--- src/rtl/seq_counter_ctrl_if.sv ---
// seq_counter_ctrl_if
//   Groups the configuration, control and status signals of seq_counter_ctrl.
//   master : configuration/control side (drives cfg_*, start_state, steps,
//            start, stop; observes busy, done, wrap, out, lockup)
//   slave  : the sequencing controller itself
//   Parameters WIDTH (counter width) and STEPS_W (step-count width) must match
//   the controller instance.
interface seq_counter_ctrl_if #(
   parameter int WIDTH   = 3,
   parameter int STEPS_W = 8
);
   logic               cfg_we;
   logic [WIDTH-1:0]   cfg_addr;
   logic [WIDTH-1:0]   cfg_data;
   logic [WIDTH-1:0]   start_state;
   logic [STEPS_W-1:0] steps;
   logic               start;
   logic               stop;
   logic               busy;
   logic               done;
   logic               wrap;
   logic [WIDTH-1:0]   out;
   logic               lockup;

   modport master (
      output cfg_we, cfg_addr, cfg_data, start_state, steps, start, stop,
      input  busy, done, wrap, out, lockup
   );

   modport slave (
      input  cfg_we, cfg_addr, cfg_data, start_state, steps, start, stop,
      output busy, done, wrap, out, lockup
   );
endinterface

--- src/rtl/seq_counter_ctrl.sv ---
// seq_counter_ctrl
//   Programmable sequencing controller. A 2^WIDTH-entry next-state table maps
//   each counter value to its successor; a start request loads start_state and
//   steps the counter through 'steps' transitions, reporting done and wrap.
// Ports:
//   clk    : clock, rising edge
//   reset  : synchronous, active-high; also restores the up-count table
//   bus    : seq_counter_ctrl_if.slave
//            cfg_we/cfg_addr/cfg_data : table write (ignored while running)
//            start_state/steps/start  : run request (start level-sampled)
//            stop                     : abort a run
//            busy/done/wrap/out       : registered status and counter value
//            lockup                   : sticky loop-without-start detector
// Build option:
//   SEQ_COUNTER_CTRL_LOCKUP_DET_EN : builds the lockup detector; otherwise
//   lockup is tied low.
module seq_counter_ctrl #(
   parameter int WIDTH   = 3,
   parameter int STEPS_W = 8
) (
   input  logic               clk,
   input  logic               reset,
   seq_counter_ctrl_if.slave  bus
);

   localparam int DEPTH = 2 ** WIDTH;

   typedef enum logic [1:0] {
      IDLE,
      RUN,
      DONE
   } state_t;

   state_t             state, state_nxt;
   logic [WIDTH-1:0]   tbl [DEPTH];
   logic [WIDTH-1:0]   out_q, out_nxt;
   logic [WIDTH-1:0]   anchor_q, anchor_nxt;   // start_state captured at start
   logic [WIDTH-1:0]   succ;
   logic [STEPS_W-1:0] rem_q, rem_nxt;
   logic               busy_q, done_q, wrap_q, wrap_nxt;
   logic               cfg_ok;

   assign succ   = tbl[out_q];
   assign cfg_ok = (state != RUN);

   always_comb begin
      state_nxt  = state;
      out_nxt    = out_q;
      rem_nxt    = rem_q;
      anchor_nxt = anchor_q;
      wrap_nxt   = 1'b0;
      case (state)
         IDLE: begin
            if (bus.start) begin
               out_nxt    = bus.start_state;
               anchor_nxt = bus.start_state;
               rem_nxt    = bus.steps;
               state_nxt  = (bus.steps != '0) ? RUN : DONE;
            end
         end
         RUN: begin
            if (bus.stop) begin
               state_nxt = IDLE;
            end else begin
               out_nxt  = succ;
               rem_nxt  = rem_q - STEPS_W'(1);
               wrap_nxt = (succ == anchor_q);
               if (rem_q == STEPS_W'(1)) begin
                  state_nxt = DONE;
               end
            end
         end
         DONE:    state_nxt = IDLE;
         default: state_nxt = IDLE;
      endcase
   end

   always_ff @(posedge clk) begin
      if (reset) begin
         state <= IDLE;
      end else begin
         state <= state_nxt;
      end
   end

   always_ff @(posedge clk) begin
      if (reset) begin
         out_q    <= '0;
         anchor_q <= '0;
         rem_q    <= '0;
         busy_q   <= 1'b0;
         done_q   <= 1'b0;
         wrap_q   <= 1'b0;
      end else begin
         out_q    <= out_nxt;
         anchor_q <= anchor_nxt;
         rem_q    <= rem_nxt;
         busy_q   <= (state_nxt == RUN);
         done_q   <= (state_nxt == DONE);
         wrap_q   <= wrap_nxt;
      end
   end

   // Writes in the start cycle land before the first step reads the table.
   always_ff @(posedge clk) begin
      if (reset) begin
         for (int unsigned i = 0; i < DEPTH; i++) begin
            tbl[i] <= WIDTH'(i + 1);
         end
      end else if (cfg_ok && bus.cfg_we) begin
         tbl[bus.cfg_addr] <= bus.cfg_data;
      end
   end

   assign bus.out  = out_q;
   assign bus.busy = busy_q;
   assign bus.done = done_q;
   assign bus.wrap = wrap_q;

`ifdef SEQ_COUNTER_CTRL_LOCKUP_DET_EN
   localparam logic [WIDTH:0] LK_LIMIT = (WIDTH + 1)'(DEPTH);

   logic [WIDTH:0] lk_cnt;
   logic           lockup_q;
   logic           start_acc, step;

   assign start_acc = (state == IDLE) && bus.start;
   assign step      = (state == RUN) && !bus.stop;

   // Counts steps since the start state was last visited; saturates once
   // the flag is set so it cannot roll over and re-trigger.
   always_ff @(posedge clk) begin
      if (reset) begin
         lk_cnt   <= '0;
         lockup_q <= 1'b0;
      end else if (start_acc) begin
         lk_cnt   <= '0;
         lockup_q <= 1'b0;
      end else if (step) begin
         if (wrap_nxt) begin
            lk_cnt <= '0;
         end else begin
            if (lk_cnt != LK_LIMIT) begin
               lk_cnt <= lk_cnt + (WIDTH + 1)'(1);
            end
            if (lk_cnt == LK_LIMIT - (WIDTH + 1)'(1)) begin
               lockup_q <= 1'b1;
            end
         end
      end
   end

   assign bus.lockup = lockup_q;
`else
   assign bus.lockup = 1'b0;
`endif

endmodule

--- src/flat_wrapper.sv ---
// flat-port wrapper written by rule: the top's interface ports become plain ports
module seq_counter_ctrl_flat 
#(
   parameter int WIDTH   = 3,
   parameter int STEPS_W = 8
)
  (clk, reset, bus_cfg_we, bus_cfg_addr, bus_cfg_data, bus_start_state, bus_steps, bus_start, bus_stop, bus_busy, bus_done, bus_wrap, bus_out, bus_lockup);
  seq_counter_ctrl_if #(.WIDTH(WIDTH), .STEPS_W(STEPS_W)) bus_i ();
  input  logic clk;
  input  logic reset;
  input wire logic [$bits(bus_i.cfg_we)-1:0] bus_cfg_we;
  input wire logic [$bits(bus_i.cfg_addr)-1:0] bus_cfg_addr;
  input wire logic [$bits(bus_i.cfg_data)-1:0] bus_cfg_data;
  input wire logic [$bits(bus_i.start_state)-1:0] bus_start_state;
  input wire logic [$bits(bus_i.steps)-1:0] bus_steps;
  input wire logic [$bits(bus_i.start)-1:0] bus_start;
  input wire logic [$bits(bus_i.stop)-1:0] bus_stop;
  output wire logic [$bits(bus_i.busy)-1:0] bus_busy;
  output wire logic [$bits(bus_i.done)-1:0] bus_done;
  output wire logic [$bits(bus_i.wrap)-1:0] bus_wrap;
  output wire logic [$bits(bus_i.out)-1:0] bus_out;
  output wire logic [$bits(bus_i.lockup)-1:0] bus_lockup;
  assign bus_i.cfg_we = bus_cfg_we;
  assign bus_i.cfg_addr = bus_cfg_addr;
  assign bus_i.cfg_data = bus_cfg_data;
  assign bus_i.start_state = bus_start_state;
  assign bus_i.steps = bus_steps;
  assign bus_i.start = bus_start;
  assign bus_i.stop = bus_stop;
  assign bus_busy = bus_i.busy;
  assign bus_done = bus_i.done;
  assign bus_wrap = bus_i.wrap;
  assign bus_out = bus_i.out;
  assign bus_lockup = bus_i.lockup;
  seq_counter_ctrl #(.WIDTH(WIDTH), .STEPS_W(STEPS_W)) u_core (.clk(clk), .reset(reset), .bus(bus_i));
endmodule
--- config.mk ---
export PLATFORM = sky130hd
export DESIGN_NAME = seq_counter_ctrl_flat
export DESIGN_NICKNAME = d
export VERILOG_FILES = /design/src/rtl/seq_counter_ctrl_if.sv /design/src/rtl/seq_counter_ctrl.sv /design/src/flat_wrapper.sv
export SDC_FILE = /design/constraint.sdc
export NUM_CORES = 1
export LEC_CHECK = 0
export ABC_CLOCK_PERIOD_IN_PS = 2000
export CORE_MARGIN = 2
export CORE_UTILIZATION = 40
export DETAILED_ROUTE_END_ITERATION = 12
export GPL_ROUTABILITY_DRIVEN = 0
export PLACE_DENSITY = 0.66
export SKIP_LAST_GASP = 1
export SLEW_MARGIN = 20
export SYNTH_ARGS = -nofsm -noshare
export SYNTH_HDL_FRONTEND = slang
export SYNTH_SLANG_ARGS = --single-unit
--- constraint.sdc ---
create_clock -name clk -period 2 [get_ports clk]
set_clock_uncertainty 0.05 [all_clocks]
set_input_delay 0.6 -clock clk [delete_from_list [all_inputs] [get_ports clk]]
set_output_delay 0.6 -clock clk [all_outputs]
set_load 0.02 [all_outputs]
# --- Yosys cells after proc, flatten, opt, wreduce, memory -nomap -nowiden ---
# Memories as Yosys holds them, arrays and structs flattened. A register that Yosys moved wholly into a read port is not among the register bits.
# Index checks and enable logic that the tools add are counted.
op_classes:
  mux: 21
  addsub: 1
  n_reduce_logical: 8
  n_eq_ne: 8
  bitwise: 1
op_table:
  columns: ["op", "n"]
  rows:
  - ["$mux W3", 6]
  - ["$mux W8", 2]
  - ["$pmux W8 S2", 1]
  - ["$eq A8 B1 Y1 const B", 1]
  - ["$mux W2", 4]
  - ["$reduce_bool A8 Y1", 1]
  - ["$sub A8 B1 Y8 const B", 1]
  - ["$mux W1", 6]
  - ["$pmux W3 S2", 1]
  - ["$reduce_or A3 Y1", 2]
  - ["$eq A2 B1 Y1 const B", 2]
  - ["$ne A2 B2 Y1 const B", 2]
  - ["$pmux W2 S2", 1]
  - ["$eq A3 B3 Y1", 1]
  - ["$reduce_and A3 Y1", 1]
  - ["$eq A2 B2 Y1 const B", 1]
  - ["$logic_not A2 Y1", 1]
  - ["$ne A2 B1 Y1 const B", 1]
  - ["$reduce_and A2 Y1", 1]
  - ["$reduce_bool A2 Y1", 1]
  - ["$logic_and A1 B1 Y1", 1]
  - ["$not A1 Y1", 1]
word_totals:
  input_bits: 22
  n_memories: 1
  word_cells: 47
  ramBits: 24
  ff_bits: 19
memory_table:
  columns: ["memory", "words", "width", "rd", "rd_clocked_by_memory_dff", "wr", "line_no", "source"]
  rows:
  - ["u_core.tbl", 8, 3, 1, 1, 8, "seq_counter_ctrl.sv:35", "logic [WIDTH-1:0] tbl [DEPTH];"]

# --- Longest topological paths before layout ---
depth:
  ltp_word: 7
  ltp_mapped: 7

# --- Least setup slack after synthesis ---
# Ideal clock, no wire load.
synth_path:
  path_type: "in2reg"
  start: "input reset"
  end: "memory u_core.tbl[4][0] (enable)"
  stages: 5
  setup_time_ns: 0.302
  t_arrival_ns: 1.637
  required_time_ns: 1.648
  path_slack_ns: 0.011
  path_buffers: 1
  cell_sequence: "clkbuf_1 inv_1 nand4b_1 nor3b_1 or2_1"
synth_rtl:
  columns: ["element", "line_no", "source"]
  rows:
  - ["from (decl)", "flat_wrapper.sv:10", "input logic reset;"]
  - ["to (decl)", "seq_counter_ctrl.sv:35", null]

# --- Final worst setup path ---
layout_path:
  start: "register u_core.out_q[2], in the netlist u_core.bus.out[2]"
  end: "output bus_out[2]"
layout_rtl:
  columns: ["element", "line_no", "source"]
  rows:
  - ["from (decl)", "seq_counter_ctrl.sv:36", "logic [WIDTH-1:0] out_q, out_nxt;"]
  - ["from (signal assigned)", "seq_counter_ctrl.sv:95", "out_q <= out_nxt;"]
  - ["to (decl)", "flat_wrapper.sv:21", "output wire logic [$bits(bus_i.out)-1:0] bus_out;"]
# No word-level cell between the ends.

==> results_tabular.tex <==
\begin{tabular}{lr}
\hline
Metric & Value \\
\hline
\multicolumn{2}{l}{\textbf{Outcome}} \\
Run status & finished clean \\
\multicolumn{2}{l}{\textbf{GRT}} \\
Sum of overflow across all layers after global routing & 0 \\
Vias in the first global route & 1628 \\
Antenna violations before repair & 0 \\
Pin count of the biggest net entering global routing & 18 \\
All-layer global routing usage & 17.7\% \\
First-pass GRT wire length & 8240 µm \\
\multicolumn{2}{l}{\textbf{Pwr}} \\
Clock group share of total power & 28.0\% \\
Total chip power & 0.00201 W \\
Switching pwr & 0.000543 W \\
Power per standard cell area & 716 nW/µm² \\
Share of total power consumed by net switching & 27.0\% \\
Internal power & 0.00147 W \\
Worst ir drop on vdd & 0.333 mV \\
Comb pwr share & 18.2\% \\
Leakage & 0.997 nW \\
Part of the total power dissipated in sequential elements & 53.8\% \\
\multicolumn{2}{l}{\textbf{Final layout}} \\
Net count reported at finish & 283 \\
Area of the multi-input gates & 982 µm² \\
Area of all placed cells without fillers & 2820 µm² \\
Post-route insts no fill & 332 \\
Area taken by flip-flops and latches & 1160 µm² \\
Share of final-layout standard cells stronger than drive strength 1 & 16.9\% \\
Diodes inserted & 0 \\
Area Growth Syn to Fin & 27.1\% \\
Fillers & 510 \\
\multicolumn{2}{l}{\textbf{Clocking}} \\
Setup Fix Bufs, Post-CTS & 0 \\
Count of hold-fix buffers inserted at cts & 0 \\
CTS Sinks & 46 \\
Number of buffers created by CTS & 5 \\
Clk slew on worst S/H paths & 0.09 ns \\
Buffer cell driving the clock tree root & clkbuf\_8 \\
Clock tree from TritonCTS & built \\
Deepest level of the CTS H-tree & 2 \\
Count of instances resized after the clock tree is built & 0 \\
Max Buffers Root-to-Sink & 2 \\
Clock insertion delay at the later pin of the skew report & 0.30 ns \\
\multicolumn{2}{l}{\textbf{Drt}} \\
Drt initial violations & 88 \\
DRC violation count after routing & 0 \\
Via density per instance & 5.25 \\
Routed via count & 1744 \\
Routed Antenna Nets & 0 \\
Detailed Routing Iterations Pass 1 & 4 \\
Final wirelength & 4980 µm \\
Per-cell routed wire length & 15.0 µm \\
\multicolumn{2}{l}{\textbf{Critical path}} \\
Data arrival time of the worst path & 1.27 ns \\
CP max-delay cell & clkdlybuf4s50\_1 \\
Worst setup path class & register to primary output \\
WP data required & 1.35 ns \\
Largest stage delay on the critical path & 0.62 ns \\
Capture point of the worst reg-to-reg path & u\_core.bus.wrap\$\_SDFF\_PP0\_ \\
CP Buf/Inv Count & 1 \\
Top delay family on crit path & buffers and inverters \\
R2r worst-path depth & 4 \\
Kind of capture point of the worst setup path & primary output \\
CP Launch Type & register \\
Reg2Reg Setup Slack & 0.17 ns \\
Number of stages on the worst setup path & 1 \\
Series of cell instances along the critical path & clkdlybuf4s50\_1 \\
Crit-path max FO & 2 \\
\multicolumn{2}{l}{\textbf{Floorplanning}} \\
Effective utilization at floorplan & 40.7\% \\
Die Footprint & 6150 µm² \\
Die Y-Extent & 78.4 µm \\
Number of standard-cell rows in the floorplan & 27 \\
Ports & 29 \\
Placeable core region & 5440 µm² \\
Floorplan die width & 78.4 µm \\
\multicolumn{2}{l}{\textbf{Synth}} \\
Number of synthesized register bits & 46 \\
Avg Inst Size Synth & 10.6 µm² \\
Synthesized instance count & 208 \\
Most used standard cells in the synthesized netlist & edfxtp\_1, dfxtp\_1, nand2\_1 \\
Adder and majority cell fraction of the synthesized area & 1.13\% \\
Most common cell in the synthesized netlist & edfxtp\_1 \\
Fraction of registers with async set/reset & 0\% \\
Fraction of synthesized cell area in xor and xnor cells & 1.19\% \\
Post-synthesis share of cell area spent on and, or, nand and nor gates & 21.0\% \\
Main combinational cell family by area after synthesis & simple AND/OR/NAND/NOR gates \\
Synthesized-area fraction occupied by ao, oa, aoi and oai cells & 12.9\% \\
Top cell type by total area after synthesis & edfxtp\_1 \\
Number of warning messages in the yosys log & 0 \\
Area share of the leading cell type in the synthesized netlist & 32.5\% \\
Count of flip-flops with a built-in enable after synthesis & 24 \\
Sequential share of the synthesized area & 52.4\% \\
Number of unique standard cell types used by synthesis & 46 \\
Syn Std Cell Area & 2210 µm² \\
Multiplexer share of the synthesized area & 7.97\% \\
Synthesized netlist net count & 232 \\
Post-synth top flop & edfxtp\_1 \\
Leading cell types by total area after synthesis & edfxtp\_1, dfxtp\_1, a21oi\_1 \\
\multicolumn{2}{l}{\textbf{Place}} \\
Placed insts & 324 \\
Setup slack at placement & -0.275 ns \\
HPWL reported at the end of detailed placement & 3860 µm \\
Count of buffers from port buffering & 27 \\
Placed inst area & 2730 µm² \\
\multicolumn{2}{l}{\textbf{STA}} \\
Final hold vios & 0 \\
Pin slew with the least headroom to its limit & 0.605 ns \\
PnR worst setup slack & 0.0756 ns \\
Final critical-path required period & 1.92 ns \\
Highest Clock Rate & 520 MHz \\
Setup repair after global routing missed its margin & yes \\
Final setup violation count & 0 \\
Worst slew margin relative to its limit & 59.3\% \\
Final-report max-slew violation count & 0 \\
Post-route clock period utilization & 96.2\% \\
\multicolumn{2}{l}{\textbf{Run}} \\
Max-capacitance violation count & 0 \\
\multicolumn{2}{l}{\textbf{Hold path}} \\
Worst Hold Path Cells & 2 \\
Worst hold start & u\_core.bus.out[0]\$\_SDFFE\_PP0P\_ \\
Hold endpoint & u\_core.bus.out[0]\$\_SDFFE\_PP0P\_ \\
Min-Delay Path Class & register to register \\
\hline
\end{tabular}
[per-layer routing]
metal	GRT usage [%]	share of wire (%)	vias to the layer above
met5	0	0	-
met4	4.74	0.54	0
met3	4.14	4.4	2
met2	27.8	48	41
met1	24.6	47	835
li1	-	-	866
[worst max-delay path by stage]
stage / startpoint / to / slack [ns]
2_1_floorplan: reset / u_core.tbl[4][0]$_SDFFCE_PN1P_ / 0.01
3_3_place_gp: reset / u_core.tbl[5][2]$_SDFFCE_PN1P_ / -0.23
3_5_place_dp: reset / u_core.tbl[6][2]$_SDFFCE_PN1P_ / -0.27
4_1_cts: reset / u_core.tbl[4][0]$_SDFFCE_PN1P_ / 0.05
5_1_grt: reset / u_core.tbl[0][2]$_SDFFCE_PN0P_ / -0.02
6_report: u_core.bus.out[2]$_SDFFE_PP0P_ / bus_out[2] / 0.08
[logic make-up after synthesis]
kind of cell               after synthesis
and+or+nand+nor                         86
xor gates and xnor gates                 3
adders and majority gates                2
muxes                                    9
DFF                                     46
AOI/OAI and AO/OA                       46
other                                    1
buffers and inverters                   15
[cell type report]
cell class	count	share of cell area, %
clock buffer	5	2.44
clock inverter	3	0.756
inverter	5	0.667
multi-input combinational	147	34.9
sequential	46	41.2
tap	72	3.20
timing repair buffer	54	16.8
[registers in the layout, summed over array words and instances (netlist names), named ones only]
name             flops
u_core.state         2
u_core.tbl          24
u_core.bus.done      1
u_core.anchor_q      3
u_core.bus.busy      1
u_core.bus.wrap      1
u_core.bus.out       3
u_core.rem_q         8
[layout by cell type (no fill, tap or decap), drive strengths merged, types with 2 or more instances in the layout]
cell and n:
a21oi 18, edfxtp 24, nand3 2, buf 27
clkdlybuf4s50 27, a22o 2, a211o 2, nor3b 4
clkinv 2, or2 5, a21o 2, dfxtp 22
o21ai 11, nand2b 7, o211a 2, mux4 6
ha 2, o211ai 2, clkbuf 5, and2 6
xnor2 3, nor3 7, mux2i 3, inv 5
nand4 2, nor4 6, nand2 22, or3 5
nor2 16
[power by group through the flow]
stage	sequential [W]	combinational [W]	clock (W)
6_report	0.00108	0.000367	0.000564
5_1_grt	0.00109	0.000402	0.000616
3_3_place_gp	0.00110	0.000360	0
4_1_cts	0.00108	0.000368	0.000584
3_5_place_dp	0.00110	0.000366	0
2_1_floorplan	0.00110	0.000216	0
[stage by stage]
stage | hold WS, ns | TNS (ns) | util, %
after global placement | 0.425 | -7.28 | 50.1
final | 0.440 | 0 | 51.8
after detailed placement | 0.432 | -9.63 | 50.1
after global routing | 0.465 | -0.0265 | 51.8
after floorplan | 0.404 | 0 | -
after CTS | 0.442 | 0 | 51.8
No activity file was read; power rests on OpenSTA's default activity.
==> patch (config.mk and constraints unchanged) <==
`WIDTH` is set to 3 in 3 places; all go to 2.
--- a/src/rtl/seq_counter_ctrl_if.sv
+++ b/src/rtl/seq_counter_ctrl_if.sv
@@ -7,5 +7,5 @@
 //   the controller instance.
 interface seq_counter_ctrl_if #(
-   parameter int WIDTH   = 3,
+   parameter int WIDTH   = 2,
    parameter int STEPS_W = 8
 );
--- a/src/rtl/seq_counter_ctrl.sv
+++ b/src/rtl/seq_counter_ctrl.sv
@@ -16,5 +16,5 @@
 //   lockup is tied low.
 module seq_counter_ctrl #(
-   parameter int WIDTH   = 3,
+   parameter int WIDTH   = 2,
    parameter int STEPS_W = 8
 ) (
--- a/src/flat_wrapper.sv
+++ b/src/flat_wrapper.sv
@@ -2,5 +2,5 @@
 module seq_counter_ctrl_flat 
 #(
-   parameter int WIDTH   = 3,
+   parameter int WIDTH   = 2,
    parameter int STEPS_W = 8
 )
Ports: changed (resized bus_cfg_addr, bus_cfg_data, bus_out and bus_start_state); port bits go from 29 to 25. No check against the original RTL was run, so the function may have changed too.
==> patch against the original RTL <==
Routed wire length fell by 42%; worst setup slack lost 27 ps; synthesized cell count is 30% lower; sequential share of layout area is 5.5 points lower; sequential cell count decreased by 19; design area is 38% lower; area after synthesis shrank 39%; sequential power fell by 41%; final cell count decreased by 33%; total power fell by 42%.
==> patch: results (changes against the original RTL) <==
Placed inst area: 1710 sq um (was 2730 sq um)
Setup crit end: bus_out[1] (was bus_out[2])
Starting DRT DRC Count: 40 (was 88)
Status: finished, final reports clean (unchanged)
Arrival time worst endpoint: 1300 ps (was 1270 ps)
Logic gate share of total power: 24.3% (was 18.2%)
Total Power: 1.17 mW (was 2.01 mW)
Max rail drop VDD: 0.000249 V (was 0.000333 V)
Met1 Wirelength: 1340 um (was 2340 um)
Clk cell area share: 1.73% (was 3.20%)
First-pass GRT wire length: 4990 um (was 8240 um)
Most area-consuming cells after synthesis: dfxtp_1 (28%), edfxtp_1 (18%), a21oi_1 (4.4%), a211oi_1 (3.9%), nand2_1 (3.9%) (was edfxtp_1 (33%), dfxtp_1 (20%), a21oi_1 (4.1%), mux4_2 (4.1%), nand2_1 (3.7%))
Worst-Skew Late Latency: 330 ps (was 300 ps)
Synth Flop Type: dfxtp_1 (was edfxtp_1)
Biggest regs: u_core.rem_q x8, u_core.tbl x8 (was u_core.tbl x24, u_core.rem_q x8)
Count of multi-input gates: 104 (was 147)
Layout inverter count without the clock tree: 6 (was 5)
Synth cell count leaders: dfxtp_1 (19), nand2_1 (14), a21oi_1 (12), nor2_1 (10) (was edfxtp_1 (24), dfxtp_1 (22), nand2_1 (22), a21oi_1 (18), nor2_1 (16))
Reg-to-Reg End: u_core.rem_q[6]$_SDFFE_PP0P_ (was u_core.bus.wrap$_SDFF_PP0_)
XOR/XNOR Fraction of Synth Area: 1.29% (was 1.19%)
Hold path start: u_core.anchor_q[1]$_SDFFE_PP0P_ (was u_core.bus.out[0]$_SDFFE_PP0P_)
Footprint of the multi-input gates: 678 sq um (was 982 sq um)
Seq. cell area: 621 sq um (was 1160 sq um)
Met2 Usage GRT: 25.3% (was 27.8%)
Largest net degree at the start of global routing: 19 (was 18)
Share of post-route cells with drive strength above 1: 15.8% (was 16.9%)
Reg-to-reg slack, setup: 230 ps (was 170 ps)
NonClk Buf Share: 18.9% (was 16.8%)
Detailed Place HPWL: 2230 um (was 3860 um)
Worst reg2reg path depth: 6 (was 4)
Clock network power share: 21.0% (was 28.0%)
GRT met3 Usage: 3.08% (was 4.14%)
Vias in the first global route: 1132 (was 1628)
## patch: cell count changes in the layout (fill, tap and decap cells not counted), sizes merged, moves of 5 or more
| cell | unedited run | this run |
|---|---|---|
| nand2 | 22 | 14 |
| a211oi | 1 | 7 |
| or3 | 5 | 0 |
| nor2 | 16 | 10 |
| buf | 27 | 13 |
| a21oi | 18 | 12 |
| edfxtp | 24 | 8 |
## patch: per-stage QoR
stage | TNS (ps) | utilization (%) | hold WS [ps] | setup WS, ps
floorplan | 0 | - | 416 | 200
global placement | -127 | 52.0 | 435 | -45.3
global route | 0 | 52.9 | 500 | 5.53
finish | 0 | 52.9 | 464 | 49.0
detailed placement | -248 | 52.0 | 446 | -109
CTS | 0 | 52.9 | 465 | 40.8
